### src/rtl/uparc_idecode_pkg.sv
// Shared widths, opcode/funct encodings, ALU op codes and the ALU command
// payload for the Ultiparc instruction decode stage.
package uparc_idecode_pkg;

  localparam int unsigned UPARC_REG_WIDTH   = 32;
  localparam int unsigned UPARC_ALUOP_WIDTH = 4;
  localparam int unsigned UPARC_RADDR_WIDTH = 5;

  // ALU operations understood by the execute stage
  localparam logic [UPARC_ALUOP_WIDTH-1:0] UPARC_ALUOP_ADD  = 4'd0;
  localparam logic [UPARC_ALUOP_WIDTH-1:0] UPARC_ALUOP_SUB  = 4'd1;
  localparam logic [UPARC_ALUOP_WIDTH-1:0] UPARC_ALUOP_AND  = 4'd2;
  localparam logic [UPARC_ALUOP_WIDTH-1:0] UPARC_ALUOP_OR   = 4'd3;
  localparam logic [UPARC_ALUOP_WIDTH-1:0] UPARC_ALUOP_XOR  = 4'd4;
  localparam logic [UPARC_ALUOP_WIDTH-1:0] UPARC_ALUOP_NOR  = 4'd5;
  localparam logic [UPARC_ALUOP_WIDTH-1:0] UPARC_ALUOP_SLT  = 4'd6;
  localparam logic [UPARC_ALUOP_WIDTH-1:0] UPARC_ALUOP_SLTU = 4'd7;
  localparam logic [UPARC_ALUOP_WIDTH-1:0] UPARC_ALUOP_SLL  = 4'd8;
  localparam logic [UPARC_ALUOP_WIDTH-1:0] UPARC_ALUOP_SRL  = 4'd9;
  localparam logic [UPARC_ALUOP_WIDTH-1:0] UPARC_ALUOP_SRA  = 4'd10;

  // Primary opcodes
  localparam logic [5:0] UPARC_OPC_SPECIAL = 6'h00;
  localparam logic [5:0] UPARC_OPC_ADDI    = 6'h08;
  localparam logic [5:0] UPARC_OPC_ADDIU   = 6'h09;
  localparam logic [5:0] UPARC_OPC_SLTI    = 6'h0A;
  localparam logic [5:0] UPARC_OPC_SLTIU   = 6'h0B;
  localparam logic [5:0] UPARC_OPC_ANDI    = 6'h0C;
  localparam logic [5:0] UPARC_OPC_ORI     = 6'h0D;
  localparam logic [5:0] UPARC_OPC_XORI    = 6'h0E;
  localparam logic [5:0] UPARC_OPC_LUI     = 6'h0F;

  // SPECIAL function codes
  localparam logic [5:0] UPARC_FUNCT_SLL  = 6'h00;
  localparam logic [5:0] UPARC_FUNCT_SRL  = 6'h02;
  localparam logic [5:0] UPARC_FUNCT_SRA  = 6'h03;
  localparam logic [5:0] UPARC_FUNCT_SLLV = 6'h04;
  localparam logic [5:0] UPARC_FUNCT_SRLV = 6'h06;
  localparam logic [5:0] UPARC_FUNCT_SRAV = 6'h07;
  localparam logic [5:0] UPARC_FUNCT_ADD  = 6'h20;
  localparam logic [5:0] UPARC_FUNCT_ADDU = 6'h21;
  localparam logic [5:0] UPARC_FUNCT_SUB  = 6'h22;
  localparam logic [5:0] UPARC_FUNCT_SUBU = 6'h23;
  localparam logic [5:0] UPARC_FUNCT_AND  = 6'h24;
  localparam logic [5:0] UPARC_FUNCT_OR   = 6'h25;
  localparam logic [5:0] UPARC_FUNCT_XOR  = 6'h26;
  localparam logic [5:0] UPARC_FUNCT_NOR  = 6'h27;
  localparam logic [5:0] UPARC_FUNCT_SLT  = 6'h2A;
  localparam logic [5:0] UPARC_FUNCT_SLTU = 6'h2B;

  // Operand source selects produced by the decoder
  typedef enum logic [1:0] {A_SEL_ZERO, A_SEL_RS, A_SEL_RT, A_SEL_IMM} a_sel_e;
  typedef enum logic [1:0] {B_SEL_ZERO, B_SEL_RS, B_SEL_RT, B_SEL_IMM} b_sel_e;

  // Registered ALU command handed to execute
  typedef struct packed {
    logic [UPARC_ALUOP_WIDTH-1:0] alu_op;
    logic [UPARC_REG_WIDTH-1:0]   a;
    logic [UPARC_REG_WIDTH-1:0]   b;
    logic [UPARC_RADDR_WIDTH-1:0] rd;
    logic                         wr_en;
    logic                         ovf_trap;
    logic                         rsvd;
  } alu_cmd_t;

endpackage

### src/rtl/uparc_idecode_if.sv
// Decode-stage boundary: fetch handshake, register file read port,
// forwarding input, flush and the ALU command output handshake.
interface uparc_idecode_if;
  import uparc_idecode_pkg::*;

  logic                         i_valid;
  logic                         i_ready;
  logic [31:0]                  i_instr;
  logic [UPARC_RADDR_WIDTH-1:0] rf_raddr_a;
  logic [UPARC_RADDR_WIDTH-1:0] rf_raddr_b;
  logic [UPARC_REG_WIDTH-1:0]   rf_rdata_a;
  logic [UPARC_REG_WIDTH-1:0]   rf_rdata_b;
  logic                         fwd_valid;
  logic [UPARC_RADDR_WIDTH-1:0] fwd_reg;
  logic [UPARC_REG_WIDTH-1:0]   fwd_data;
  logic                         flush;
  logic                         o_valid;
  logic                         o_ready;
  logic [UPARC_ALUOP_WIDTH-1:0] o_alu_op;
  logic [UPARC_REG_WIDTH-1:0]   o_a;
  logic [UPARC_REG_WIDTH-1:0]   o_b;
  logic [UPARC_RADDR_WIDTH-1:0] o_rd;
  logic                         o_wr_en;
  logic                         o_ovf_trap;
  logic                         o_rsvd;

  // Environment side: fetch, register file, execute
  modport master (
    output i_valid, i_instr, rf_rdata_a, rf_rdata_b,
           fwd_valid, fwd_reg, fwd_data, flush, o_ready,
    input  i_ready, rf_raddr_a, rf_raddr_b, o_valid, o_alu_op,
           o_a, o_b, o_rd, o_wr_en, o_ovf_trap, o_rsvd
  );

  // Decode stage side
  modport slave (
    input  i_valid, i_instr, rf_rdata_a, rf_rdata_b,
           fwd_valid, fwd_reg, fwd_data, flush, o_ready,
    output i_ready, rf_raddr_a, rf_raddr_b, o_valid, o_alu_op,
           o_a, o_b, o_rd, o_wr_en, o_ovf_trap, o_rsvd
  );

endinterface

### src/rtl/uparc_idec_logic.sv
// Purely combinational MIPS instruction decoder: ALU op, operand selects,
// extended immediate, destination register and write/trap/reserved flags.
module uparc_idec_logic
  import uparc_idecode_pkg::*;
(
  input  logic [31:0]                  instr,
  output logic [UPARC_RADDR_WIDTH-1:0] rs,
  output logic [UPARC_RADDR_WIDTH-1:0] rt,
  output logic [UPARC_ALUOP_WIDTH-1:0] alu_op,
  output a_sel_e                       a_sel,
  output b_sel_e                       b_sel,
  output logic [UPARC_REG_WIDTH-1:0]   imm,
  output logic [UPARC_RADDR_WIDTH-1:0] rd,
  output logic                         wr_en,
  output logic                         ovf_trap,
  output logic                         rsvd
);

  logic [5:0]                   opcode;
  logic [5:0]                   funct;
  logic [UPARC_REG_WIDTH-1:0]   simm;
  logic [UPARC_REG_WIDTH-1:0]   zimm;
  logic [UPARC_REG_WIDTH-1:0]   shamt;
  logic [UPARC_RADDR_WIDTH-1:0] dst;
  logic                         supported;

  assign opcode = instr[31:26];
  assign funct  = instr[5:0];
  assign rs     = instr[25:21];
  assign rt     = instr[20:16];
  assign simm   = {{16{instr[15]}}, instr[15:0]};
  assign zimm   = 32'(instr[15:0]);
  assign shamt  = 32'(instr[10:6]);

  // Opcode/funct decode; unsupported encodings keep the ADD/zero defaults
  always_comb begin
    alu_op    = UPARC_ALUOP_ADD;
    a_sel     = A_SEL_ZERO;
    b_sel     = B_SEL_ZERO;
    imm       = '0;
    dst       = '0;
    ovf_trap  = 1'b0;
    supported = 1'b0;
    case (opcode)
      UPARC_OPC_SPECIAL: begin
        dst       = instr[15:11];
        supported = 1'b1;
        a_sel     = A_SEL_RS;
        b_sel     = B_SEL_RT;
        case (funct)
          UPARC_FUNCT_ADD:  begin alu_op = UPARC_ALUOP_ADD; ovf_trap = 1'b1; end
          UPARC_FUNCT_ADDU: alu_op = UPARC_ALUOP_ADD;
          UPARC_FUNCT_SUB:  begin alu_op = UPARC_ALUOP_SUB; ovf_trap = 1'b1; end
          UPARC_FUNCT_SUBU: alu_op = UPARC_ALUOP_SUB;
          UPARC_FUNCT_AND:  alu_op = UPARC_ALUOP_AND;
          UPARC_FUNCT_OR:   alu_op = UPARC_ALUOP_OR;
          UPARC_FUNCT_XOR:  alu_op = UPARC_ALUOP_XOR;
          UPARC_FUNCT_NOR:  alu_op = UPARC_ALUOP_NOR;
          UPARC_FUNCT_SLT:  alu_op = UPARC_ALUOP_SLT;
          UPARC_FUNCT_SLTU: alu_op = UPARC_ALUOP_SLTU;
          UPARC_FUNCT_SLL, UPARC_FUNCT_SRL, UPARC_FUNCT_SRA: begin
            alu_op = (funct == UPARC_FUNCT_SLL) ? UPARC_ALUOP_SLL :
                     (funct == UPARC_FUNCT_SRL) ? UPARC_ALUOP_SRL : UPARC_ALUOP_SRA;
            a_sel  = A_SEL_RT;
            b_sel  = B_SEL_IMM;
            imm    = shamt;
          end
          UPARC_FUNCT_SLLV, UPARC_FUNCT_SRLV, UPARC_FUNCT_SRAV: begin
            alu_op = (funct == UPARC_FUNCT_SLLV) ? UPARC_ALUOP_SLL :
                     (funct == UPARC_FUNCT_SRLV) ? UPARC_ALUOP_SRL : UPARC_ALUOP_SRA;
            a_sel  = A_SEL_RT;
            b_sel  = B_SEL_RS;
          end
          default: begin
            supported = 1'b0;
            a_sel     = A_SEL_ZERO;
            b_sel     = B_SEL_ZERO;
          end
        endcase
      end
      UPARC_OPC_ADDI, UPARC_OPC_ADDIU, UPARC_OPC_SLTI, UPARC_OPC_SLTIU: begin
        dst       = rt;
        supported = 1'b1;
        a_sel     = A_SEL_RS;
        b_sel     = B_SEL_IMM;
        imm       = simm;
        ovf_trap  = (opcode == UPARC_OPC_ADDI);
        alu_op    = (opcode == UPARC_OPC_SLTI)  ? UPARC_ALUOP_SLT  :
                    (opcode == UPARC_OPC_SLTIU) ? UPARC_ALUOP_SLTU : UPARC_ALUOP_ADD;
      end
      UPARC_OPC_ANDI, UPARC_OPC_ORI, UPARC_OPC_XORI: begin
        dst       = rt;
        supported = 1'b1;
        a_sel     = A_SEL_RS;
        b_sel     = B_SEL_IMM;
        imm       = zimm;
        alu_op    = (opcode == UPARC_OPC_ANDI) ? UPARC_ALUOP_AND :
                    (opcode == UPARC_OPC_ORI)  ? UPARC_ALUOP_OR  : UPARC_ALUOP_XOR;
      end
      UPARC_OPC_LUI: begin
        dst       = rt;
        supported = 1'b1;
        a_sel     = A_SEL_IMM;
        imm       = {instr[15:0], 16'h0000};
      end
      default: supported = 1'b0;
    endcase
  end

  assign rsvd  = !supported;
  assign rd    = supported ? dst : '0;
  assign wr_en = supported && (dst != '0);

endmodule

### src/rtl/uparc_idecode.sv
// Ultiparc instruction decode stage: register reads, optional execute-stage
// forwarding (enabled by defining UPARC_IDECODE_FWD_EN) and a one-entry
// valid/ready ALU command output register.
module uparc_idecode
  import uparc_idecode_pkg::*;
(
  input  logic           clk,
  input  logic           rst,
  uparc_idecode_if.slave bus
);

  logic [UPARC_RADDR_WIDTH-1:0] rs, rt, rd;
  logic [UPARC_ALUOP_WIDTH-1:0] alu_op;
  a_sel_e                       a_sel;
  b_sel_e                       b_sel;
  logic [UPARC_REG_WIDTH-1:0]   imm;
  logic                         wr_en, ovf_trap, rsvd;
  logic [UPARC_REG_WIDTH-1:0]   rs_val, rt_val;
  alu_cmd_t                     cmd_d, cmd_q;
  logic                         valid_q;
  logic                         load;

  uparc_idec_logic u_logic (
    .instr    (bus.i_instr),
    .rs       (rs),
    .rt       (rt),
    .alu_op   (alu_op),
    .a_sel    (a_sel),
    .b_sel    (b_sel),
    .imm      (imm),
    .rd       (rd),
    .wr_en    (wr_en),
    .ovf_trap (ovf_trap),
    .rsvd     (rsvd)
  );

  assign bus.rf_raddr_a = rs;
  assign bus.rf_raddr_b = rt;

`ifndef UPARC_IDECODE_FWD_EN
  logic fwd_unused;
  assign fwd_unused = ^{bus.fwd_valid, bus.fwd_reg, bus.fwd_data};
`endif

  // Source register values: forwarded result when enabled, $0 always zero
  always_comb begin
    rs_val = bus.rf_rdata_a;
    rt_val = bus.rf_rdata_b;
`ifdef UPARC_IDECODE_FWD_EN
    if (bus.fwd_valid && (bus.fwd_reg == rs)) rs_val = bus.fwd_data;
    if (bus.fwd_valid && (bus.fwd_reg == rt)) rt_val = bus.fwd_data;
`endif
    if (rs == '0) rs_val = '0;
    if (rt == '0) rt_val = '0;
  end

  // Assemble the next ALU command from the decoder selects
  always_comb begin
    cmd_d          = '0;
    cmd_d.alu_op   = alu_op;
    cmd_d.rd       = rd;
    cmd_d.wr_en    = wr_en;
    cmd_d.ovf_trap = ovf_trap;
    cmd_d.rsvd     = rsvd;
    case (a_sel)
      A_SEL_RS:  cmd_d.a = rs_val;
      A_SEL_RT:  cmd_d.a = rt_val;
      A_SEL_IMM: cmd_d.a = imm;
      default:   cmd_d.a = '0;
    endcase
    case (b_sel)
      B_SEL_RS:  cmd_d.b = rs_val;
      B_SEL_RT:  cmd_d.b = rt_val;
      B_SEL_IMM: cmd_d.b = imm;
      default:   cmd_d.b = '0;
    endcase
  end

  assign bus.i_ready = !valid_q || bus.o_ready;
  assign load        = bus.i_valid && bus.i_ready;

  // Output register: flush beats load, load beats retire, otherwise hold
  always_ff @(posedge clk or posedge rst) begin
    if (rst) begin
      valid_q <= 1'b0;
      cmd_q   <= '0;
    end else if (bus.flush) begin
      valid_q <= 1'b0;
      cmd_q   <= '0;
    end else if (load) begin
      valid_q <= 1'b1;
      cmd_q   <= cmd_d;
    end else if (bus.o_ready) begin
      valid_q <= 1'b0;
    end
  end

  assign bus.o_valid    = valid_q;
  assign bus.o_alu_op   = cmd_q.alu_op;
  assign bus.o_a        = cmd_q.a;
  assign bus.o_b        = cmd_q.b;
  assign bus.o_rd       = cmd_q.rd;
  assign bus.o_wr_en    = cmd_q.wr_en;
  assign bus.o_ovf_trap = cmd_q.ovf_trap;
  assign bus.o_rsvd     = cmd_q.rsvd;

endmodule
### src/flat_wrapper.sv
// flat-port wrapper written by rule: the top's interface ports become plain ports
module uparc_idecode_flat import uparc_idecode_pkg::*;
  (clk, rst, bus_i_valid, bus_i_instr, bus_rf_rdata_a, bus_rf_rdata_b, bus_fwd_valid, bus_fwd_reg, bus_fwd_data, bus_flush, bus_o_ready, bus_i_ready, bus_rf_raddr_a, bus_rf_raddr_b, bus_o_valid, bus_o_alu_op, bus_o_a, bus_o_b, bus_o_rd, bus_o_wr_en, bus_o_ovf_trap, bus_o_rsvd);
  uparc_idecode_if bus_i ();
  input  logic clk;
  input  logic rst;
  input wire logic [$bits(bus_i.i_valid)-1:0] bus_i_valid;
  input wire logic [$bits(bus_i.i_instr)-1:0] bus_i_instr;
  input wire logic [$bits(bus_i.rf_rdata_a)-1:0] bus_rf_rdata_a;
  input wire logic [$bits(bus_i.rf_rdata_b)-1:0] bus_rf_rdata_b;
  input wire logic [$bits(bus_i.fwd_valid)-1:0] bus_fwd_valid;
  input wire logic [$bits(bus_i.fwd_reg)-1:0] bus_fwd_reg;
  input wire logic [$bits(bus_i.fwd_data)-1:0] bus_fwd_data;
  input wire logic [$bits(bus_i.flush)-1:0] bus_flush;
  input wire logic [$bits(bus_i.o_ready)-1:0] bus_o_ready;
  output wire logic [$bits(bus_i.i_ready)-1:0] bus_i_ready;
  output wire logic [$bits(bus_i.rf_raddr_a)-1:0] bus_rf_raddr_a;
  output wire logic [$bits(bus_i.rf_raddr_b)-1:0] bus_rf_raddr_b;
  output wire logic [$bits(bus_i.o_valid)-1:0] bus_o_valid;
  output wire logic [$bits(bus_i.o_alu_op)-1:0] bus_o_alu_op;
  output wire logic [$bits(bus_i.o_a)-1:0] bus_o_a;
  output wire logic [$bits(bus_i.o_b)-1:0] bus_o_b;
  output wire logic [$bits(bus_i.o_rd)-1:0] bus_o_rd;
  output wire logic [$bits(bus_i.o_wr_en)-1:0] bus_o_wr_en;
  output wire logic [$bits(bus_i.o_ovf_trap)-1:0] bus_o_ovf_trap;
  output wire logic [$bits(bus_i.o_rsvd)-1:0] bus_o_rsvd;
  assign bus_i.i_valid = bus_i_valid;
  assign bus_i.i_instr = bus_i_instr;
  assign bus_i.rf_rdata_a = bus_rf_rdata_a;
  assign bus_i.rf_rdata_b = bus_rf_rdata_b;
  assign bus_i.fwd_valid = bus_fwd_valid;
  assign bus_i.fwd_reg = bus_fwd_reg;
  assign bus_i.fwd_data = bus_fwd_data;
  assign bus_i.flush = bus_flush;
  assign bus_i.o_ready = bus_o_ready;
  assign bus_i_ready = bus_i.i_ready;
  assign bus_rf_raddr_a = bus_i.rf_raddr_a;
  assign bus_rf_raddr_b = bus_i.rf_raddr_b;
  assign bus_o_valid = bus_i.o_valid;
  assign bus_o_alu_op = bus_i.o_alu_op;
  assign bus_o_a = bus_i.o_a;
  assign bus_o_b = bus_i.o_b;
  assign bus_o_rd = bus_i.o_rd;
  assign bus_o_wr_en = bus_i.o_wr_en;
  assign bus_o_ovf_trap = bus_i.o_ovf_trap;
  assign bus_o_rsvd = bus_i.o_rsvd;
  uparc_idecode u_core (.clk(clk), .rst(rst), .bus(bus_i));
endmodule
### config.mk
export PLATFORM = sky130hd
export DESIGN_NAME = uparc_idecode_flat
export DESIGN_NICKNAME = d
export VERILOG_FILES = /design/src/rtl/uparc_idecode_pkg.sv /design/src/rtl/uparc_idecode_if.sv /design/src/rtl/uparc_idec_logic.sv /design/src/rtl/uparc_idecode.sv /design/src/flat_wrapper.sv
export SDC_FILE = /design/constraint.sdc
export NUM_CORES = 1
export LEC_CHECK = 0
export ABC_AREA = 1
export BUFFER_PORTS_ARGS = -buffer_cell sky130_fd_sc_hd__buf_4
export CORE_MARGIN = 10
export CORE_UTILIZATION = 49
export CTS_CLUSTER_SIZE = 14
export DETAILED_ROUTE_END_ITERATION = 16
export PLACE_DENSITY = 0.78
export SYNTH_ARGS = -nofsm -noshare
export SYNTH_HDL_FRONTEND = slang
export SYNTH_HIERARCHICAL = 1
export SYNTH_SLANG_ARGS = --single-unit
### constraint.sdc
create_clock -name clk -period 2.8 [get_ports clk]
set_input_delay 0.28 -clock clk [delete_from_list [all_inputs] [get_ports clk]]
set_output_delay 0.28 -clock clk [all_outputs]
set_load 0.005 [all_outputs]
Yosys cells after proc, flatten, opt, wreduce, memory -nomap -nowiden
Cells that the tools add are included.
- input port bits: 139
- word-level logic and storage cells: 91
- flip-flop bits (word level): 77
- output and inout port bits: 88
- reductions and logical operators: 23
- equality and inequality tests: 29
- multiplexer cells: 31
- operators by type and width (kind ; count):
    $pmux 32 s3 ; 2
    $mux 76 ; 2
    $pmux 32 s4 ; 1
    $mux 32 ; 2
    $eq 6x6->1 const B ; 10
    $eq 6x4->1 const B ; 8
    $pmux 4 s9 ; 1
    $eq 6x3->1 const B ; 3
    $reduce_or 16->1 ; 1
    $eq 6x2->1 const B ; 2
    $logic_not 6->1 ; 2
    $mux 3 ; 4
    $pmux 2 s3 ; 2
    $pmux 4 s3 ; 1
    $logic_not 5->1 ; 2
    $mux 5 ; 2
    $pmux 5 s2 ; 1
    $reduce_or 10->1 ; 1
    $reduce_or 3->1 ; 3
    $eq 2x2->1 const B ; 4
    $mux 2 ; 4
    $pmux 2 s2 ; 2
    $reduce_or 8->1 ; 1
    $reduce_or 7->1 ; 1
    12 further kinds ; 21

Depth between registers and ports, before layout
Gate-level depths: netlist of the first run.
- word-level depth: 8
- gate-level depth with buffers: 14
- depth with buffers taken out: 13

Cells and area by module
The synthesis of the first run kept the hierarchy.
- by module, submodules not included (module ; cells an instance ; area an instance (um^2) ; seq. area each (um^2) ; times used):
    uparc_idecode ; 639 ; 4395.5 ; 1926.8 ; 1
    uparc_idec_logic ; 153 ; 847.1 ; 0.0 ; 1

Worst setup path after synthesis of the first run
Ideal clock, no wire load.
- path kind: input-to-reg
- start: input port bus_i_instr[5]
- end: register u_core.cmd_q, in the netlist u_core/bus.o_b[10]
- stages on the path: 13
- data required time: 2.735 ns
- arrival time: 1.734 ns
- path buffers: 1
- library setup time: 0.065 ns
- path slack: 1.001 ns
- cell sequence: inv_1 nand3_1 a21oi_1 nand2_4 nor2_4 nand3b_1 nand2_1 inv_1 clkbuf_1 nand2_1 nand3_1 nand2_1 nand2_1
- cells in the longest elaborated chain, start to end: 8
- elaborated cells on any way between the ends: 27
- those cells by class: eq/ne: 18; mux: 5; reduce/logical: 4
- ends and longest elaborated chain (what ; line ; source):
    start, declared ; flat_wrapper.sv:8 ; input wire logic [$bits(bus_i.i_instr)-1:0] bus_i_instr;
    $eq 6x6->1, or another cell as far along ; uparc_idec_logic.sv:50 ; case (funct)
    $reduce_or 10->1 (no line), or another cell as far along ; -- ;
    $pmux 2 s3 * ; uparc_idec_logic.sv:50 ;
    $pmux 2 s2 * ; uparc_idec_logic.sv:44 ; case (opcode)
    net u_core.b_sel[1] ; uparc_idecode.sv:15 ; b_sel_e b_sel;
    $eq 2x2->1 or $eq 2x1->1 (tied branches) ; uparc_idecode.sv:71 ; case (b_sel)
    $pmux 32 s3 * ; uparc_idecode.sv:71 ;
    $mux 76 * ; uparc_idecode.sv:90 ; end else if (load) begin
    $mux 76 * ; uparc_idecode.sv:87 ; end else if (bus.flush) begin
    end signal, assigned ; uparc_idecode.sv:92 ; cmd_q <= cmd_d;
    end, declared ; uparc_idecode.sv:19 ; alu_cmd_t cmd_d, cmd_q;
Mark *: on every way through the listed nets, which the timed path passes. The rest lies on a longest branch. The select of a mux whose other input is x is not followed.
A chain may end at the register's enable or synchronous reset.

Final worst setup path of the first run
- start: input port bus_i_instr[2]
- end: register u_core.cmd_q, in the netlist u_core/bus.o_a[11]
- cells in the longest elaborated chain, start to end: 8
- elaborated cells on any way between the ends: 26
- those cells by class: eq/ne: 18; mux: 5; reduce/logical: 3
- ends and longest elaborated chain (what ; line ; source):
    $eq 6x6->1, or another cell as far along ; uparc_idec_logic.sv:50 ;
    $reduce_or 10->1 (no line) or $reduce_or 6->1 (tied branches) ; -- ;
    $pmux 2 s2 * ; uparc_idec_logic.sv:50 ;
    $pmux 2 s3 * ; uparc_idec_logic.sv:44 ;
    net u_core.a_sel[0] ; uparc_idecode.sv:14 ; a_sel_e a_sel;
    $eq 2x2->1 or $eq 2x1->1 (tied branches) ; uparc_idecode.sv:65 ; case (a_sel)
    $pmux 32 s3 * ; uparc_idecode.sv:65 ;
    $mux 76 * ; uparc_idecode.sv:90 ;
    $mux 76 * ; uparc_idecode.sv:87 ;
Marked as above.

==> results of run 1 <==
[placed cells by master, fill, tap and decap left out, types with 2 or more instances in the layout]
cell type    n
nand2_1    300
nand3_1    217
buf_4      201
dfrtp_1     77
nor2_1      39
inv_1       34
o21ai_0     12
clkbuf_8     9
o21ai_2      9
nor2_4       7
inv_2        6
a21oi_1      5
o21ai_1      5
nor2_2       3
nand2_2      3
inv_6        2
nand3_2      2
a21oi_2      2
buf_12       2
nand3_4      2
nand2_4      2
[sequential cells by signal, summed over array words and instances (netlist names)]
signal,count
u_core/bus.o_wr_en,1
u_core/bus.o_ovf_trap,1
u_core/bus.o_rsvd,1
u_core/bus.o_a,32
u_core/bus.o_b,32
u_core/bus.o_rd,5
u_core/bus.o_valid,1
u_core/bus.o_alu_op,4
[cells by family (layout without fill, tap and decap cells)]
logic type / count (synthesis) / after routing / synth area share, %
buffers and inverters: 101 / 262 / 9.55
AO/OA/AOI/OAI: 38 / 38 / 4.87
flip-flops: 77 / 77 / 36.8
AND/OR/NAND/NOR: 576 / 576 / 48.8
other: 0 / 1 / 0
[area by class of cell]
cell class                 instances  share of cell area, %
inverter                          42                   2.36
sequential                        77                   28.1
antenna                            1                 0.0365
timing repair buffer             204                   22.8
clock buffer                       9                   1.81
tap                              136                   2.48
multi-input combinational        614                   41.1
clock inverter                     7                   1.33
[stage by stage]
step / area [µm²] / hold slack (ps) / setup WS, ps / power, mW
4_1_cts: 6850 / 54.6 / 772 / 2.48
5_1_grt: 6850 / 71.4 / 502 / 2.56
2_1_floorplan: 5240 / 343 / 553 / 1.35
3_5_place_dp: 6620 / 365 / 455 / 1.56
6_report: 6850 / 60.1 / 660 / 2.47
3_3_place_gp: 6620 / 359 / 450 / 1.55
[worst register-to-register path, cell delays in order (launching register included)]
cell	delay, ps
dfrtp_1	370
nand2_1	110
nand2_1	70
nand2_1	240
inv_2	190
buf_4	430
nand2_1	130
nand2_1	100
[how the worst min path moves through the flow]
stage,startpoint,end,slack (ps),cells after the start
after floorplan,bus_flush,u_core/bus.o_valid,340,1
after global placement,rst,u_core/bus.o_a[16],360,2
after detailed placement,rst,u_core/bus.o_a[16],360,2
after CTS,bus_flush,u_core/bus.o_valid,50,2
after global routing,bus_flush,u_core/bus.o_valid,70,2
final,bus_flush,u_core/bus.o_valid,60,2
[power by group through the flow]
stage / logic, mW / clock network [mW] / registers (mW)
6_report: 0.415 / 0.933 / 1.12
2_1_floorplan: 0.206 / 0 / 1.15
5_1_grt: 0.455 / 0.980 / 1.13
3_5_place_dp: 0.410 / 0 / 1.15
3_3_place_gp: 0.408 / 0 / 1.15
4_1_cts: 0.413 / 0.946 / 1.12
[metal layers]
| metal | GRT usage (%) | wire (µm) |
|---|---|---|
| met2 | 35.6 | 8170 |
| met4 | 11.4 | 813 |
| met1 | 32.9 | 7910 |
| met5 | 0 | 0 |
| met3 | 7.89 | 2380 |
==> results.json, run 1 <==
{
  "ys_ff_latch": 77,
  "period_minus_slack_ps": 2140,
  "h-tree-depth": 3,
  "switchingPower_uw": 744,
  "fin_setup_tns_ps": 0,
  "wirelength_mm": 19.3,
  "tightest_slew_ps": 853,
  "nets": 1087,
  "setup.worst_path.end": "u_core/bus.o_a[11]",
  "dr_total_vias": 5948,
  "antenna_left": 0,
  "synth_nets": 931,
  "synth_area_leaders": "dfrtp_1 (37%), nand2_1 (21%), nand3_1 (21%)",
  "cts_buffers": 9,
  "stdcell_count": 1090,
  "synth_area_um2": 5240,
  "clk_latency_ps": 360,
  "power_per_cell_area_nw_per_um2": 361,
  "rsz0062_at_grt": "false",
  "r2r_cells": 7,
  "slowest_delay_ps": 650,
  "switching_share_pct": 30.1,
  "cp-end-kind": "flip-flop",
  "pwr-share-comb_pct": 16.8,
  "dp_cells": 1072,
  "core_um2": 10400,
  "start_util_pct": 50.6,
  "r2r-start": "u_core/bus.o_valid",
  "hold_class": "in2reg",
  "dp_hpwl_mm": 14.4,
  "pwr-share-clk_pct": 37.7,
  "power_leakage_nw": 3.83,
  "drcViolationCount": 0,
  "path_common_cell": "nand2_1",
  "fin_util_pct": 66.1,
  "yosys.cell_types.count": 28,
  "internal-power_mw": 1.73,
  "arrival_ps": 2450,
  "grt_pass1_vias": 5665,
  "synth_top_area_share_pct": 36.8,
  "syn_avg_cell_area_um2": 6.62,
  "drt_iter0_drc": 805,
  "routedWlPerCell_um": 17.7,
  "yosys_warnings": 6,
  "fill_cells": 974,
  "fp.dieArea_um2": 15200,
  "path_class": "in2reg",
  "clock-root-buffer": "clkbuf_8",
  "critical_path_cell_count": 13,
  "critical_path_buf_inv_count": 3,
  "worst_ir_drop_vdd_v": 0.000189,
  "cp.required_ps": 3110,
  "final-hold-violation-count": 0,
  "crit_start": "bus_i_instr[2]",
  "path_cells": "buf_4 -> inv_1 -> nor2_1 -> o21ai_0 -> nand3_1 -> nand2_1 -> nand2_1 -> inv_1 -> nor2_4 -> nand3_1 -> nand3_1 -> nand2_1 -> nand2_1",
  "final_layout_size_suffix_gt1_share_pct": 27.1,
  "register_area_um2": 1930,
  "cp-start-kind": "primary input",
  "ios": 227,
  "die_y_um": 123,
  "seq_area_frac_synth_pct": 36.8,
  "post_cts_buffers": 0,
  "fin_skew_ps": 6.15,
  "drv_slew": 0,
  "grt_usage_pct": 24.7,
  "antenna_found_initial": 0,
  "reg2reg_to": "u_core/bus.o_b[22]",
  "cts.clk_slew.worst_paths_ps": 100,
  "sequentialPowerShare_pct": 45.5,
  "area_growth_pct": 30.7,
  "fmax_mhz": 467,
  "outcome": "finished clean",
  "post_cts_resized": 0,
  "clkSinkCount": 77,
  "port-buffer-count": 188,
  "grt_overflow": 0,
  "holdBufCountCts": 1,
  "drt_pre_antenna_iters": 7,
  "cts_buffer_depth": 2,
  "synth_cells": 792,
  "yosys_most_used_dff": "dfrtp_1",
  "setup_violations": 0,
  "fin_crit_sh_pct": 76.4,
  "grt_start_max_net_pins": 65,
  "num_rows": 37,
  "yosysMostFrequentCell": "nand2_1",
  "synth_edf_count": 0,
  "r2r_slack_ps": 1090,
  "gp_congestion": 0.965,
  "crit_path_max_fanout": 32,
  "grt_pass1_wl_mm": 29.9,
  "cp_top_family": "simple AND/OR/NAND/NOR gates",
  "yosys-top-cells-count": "nand2_1 (300), nand3_1 (217), dfrtp_1 (77)",
  "postSynth.asyncResetShare_pct": 100,
  "cts_tree": "yes",
  "cp_slowest_cell": "nor2_4",
  "cap_viol_max_count": 0,
  "die_x_um": 123,
  "yosysTopAreaCell": "dfrtp_1",
  "multi_input_area_um2": 2820,
  "viasPerCell": 5.46,
  "relSlewSlack_pct": 43.0
}
(Power assumes the default switching activity.)
==> run 2: changes to the inputs <==
Clock period 2.8 ns to 2.1 ns, I/O delays scaled along.
==> results.json, run 2 (same netlist as run 1, synthesis figures left out) <==
{
  "outcome": "finished clean",
  "grt_start_max_net_pins": 78,
  "antenna_left": 0,
  "num_rows": 37,
  "drv_slew": 0,
  "cts.clk_slew.worst_paths_ps": 100,
  "placed_area_um2": 6790,
  "slowest_delay_ps": 300,
  "period_minus_slack_ps": 1770,
  "worst_ir_drop_vdd_v": 0.000341,
  "register_area_um2": 1930,
  "core_um2": 10400,
  "globalRouteMet1Util_pct": 31.9,
  "cap_viol_max_count": 0,
  "cts_buffers": 9,
  "tightest_slew_ps": 641,
  "h-tree-depth": 3,
  "cp_slowest_cell": "a21oi_1",
  "hold_class": "in2reg",
  "path_cells": "buf_4 -> inv_1 -> nand3_1 -> a21oi_1 -> nand2_4 -> nor2_4 -> nand3b_1 -> inv_1 -> nor2_2 -> buf_4 -> nand3_1 -> nand3_1 -> nand2_1 -> nand2_1",
  "multi_input_area_um2": 2820,
  "cp_top_family": "simple AND/OR/NAND/NOR gates",
  "power_per_cell_area_nw_per_um2": 457,
  "final_layout_size_suffix_gt1_share_pct": 28.0,
  "fin_skew_ps": 8.69,
  "cts_tree": "yes",
  "grt_pass1_vias": 5598,
  "dr_total_vias": 5976,
  "cp-start-kind": "primary input",
  "cp.required_ps": 2410,
  "drt_pre_antenna_iters": 5,
  "setup_violations": 0,
  "nets": 1100,
  "path_common_cell": "nand3_1",
  "dp_hpwl_mm": 14.5,
  "wirelength_mm": 19.0,
  "ios": 227,
  "r2r-start": "u_core/bus.o_valid",
  "fin_crit_sh_pct": 84.1,
  "grt_usage_pct": 24.3,
  "critical_path_buf_inv_count": 4,
  "grt_util_met2_pct": 36.0,
  "final-hold-violation-count": 0,
  "rsz0062_at_grt": "false",
  "gr-usage-met3_pct": 7.93,
  "die_y_um": 123,
  "post_cts_resized": 0,
  "grt_pass1_wl_mm": 29.5,
  "start_util_pct": 50.6,
  "die_x_um": 123,
  "grt_overflow": 0,
  "fp.dieArea_um2": 15200,
  "mostFrequentLayoutCell": "nand2_1",
  "finish.instance_area_um2": 7000,
  "clkSinkCount": 77,
  "power_leakage_nw": 3.90,
  "final_cell_mix": "nand2_1 (300), nand3_1 (217), buf_4 (207)",
  "r2r_cells": 6,
  "path_class": "in2reg",
  "post_cts_buffers": 0,
  "cp-end-kind": "flip-flop",
  "routedWlPerCell_um": 17.2,
  "cts_buffer_depth": 2,
  "drt_iter0_drc": 726,
  "hold_path_startpoint": "bus_i_valid",
  "relSlewSlack_pct": 57.3,
  "port-buffer-count": 188,
  "critical_path_cell_count": 14,
  "busiest_layer": "met2",
  "fill_cells": 962,
  "diodes": 0,
  "crit_start": "bus_i_instr[5]",
  "min_path_cells": 3,
  "fin_setup_tns_ps": 0,
  "drcViolationCount": 0,
  "arrival_ps": 2070,
  "clk_latency_ps": 360,
  "viasPerCell": 5.42,
  "clock-root-buffer": "clkbuf_8",
  "antenna_found_initial": 0,
  "gp_congestion": 0.961,
  "crit_path_max_fanout": 12,
  "fmax_mhz": 566,
  "area_growth_pct": 33.5,
  "holdBufCountCts": 2
}
==> run 2: power breakdown <==
group	switching, mW	total [mW]	leakage (nW)	internal (mW)
Sequential	0.00602	1.50	1.07	1.49
Combinational	0.321	0.572	2.74	0.251
Clock	0.669	1.13	0.0907	0.459
==> run 2: worst min-delay path, stage by stage <==
cell	delay, ps
buf_4	120
inv_1	40
a21oi_1	60
==> run 2: layout make-up <==
type | count | area share (%)
clock buffers | 9 | 1.77
inverters | 42 | 2.34
clock inverters | 7 | 0.912
repair buffers | 217 | 24.8
well taps | 136 | 2.43
flip-flops and latches | 77 | 27.5
multi-input cells | 614 | 40.2
==> run 2: layer usage <==
layer	routed length (µm)	share of wire, %	vias to the layer above
met5	0	0	-
met4	682	3.6	0
met3	2340	12	43
met2	8240	43	318
met1	7740	41	2721
li1	-	-	2894
==> run 2: metrics by stage <==
step	hold WS (ps)	worst slack [ps]	power [mW]	util (%)	cells
2_1_floorplan	273	371	1.80	-	792
3_3_place_gp	355	66.3	2.09	65.5	1084
3_5_place_dp	356	23.4	2.09	65.5	1084
4_1_cts	89.5	379	3.21	67.5	1102
5_1_grt	117	151	3.33	67.5	1102
6_report	93.5	335	3.20	67.5	1102
==> run 2: path summary, 6_finish.rpt <==
check,to,slack [ps]
min in group asynchronous,u_core/bus.o_b[16],500
setup reg to reg,u_core/bus.o_b[28],670
max in group asynchronous,u_core/bus.o_rd[1],1290
setup / recovery,u_core/bus.o_b[2],330
hold / removal,u_core/bus.o_valid,90
hold reg to reg,u_core/bus.o_b[1],490
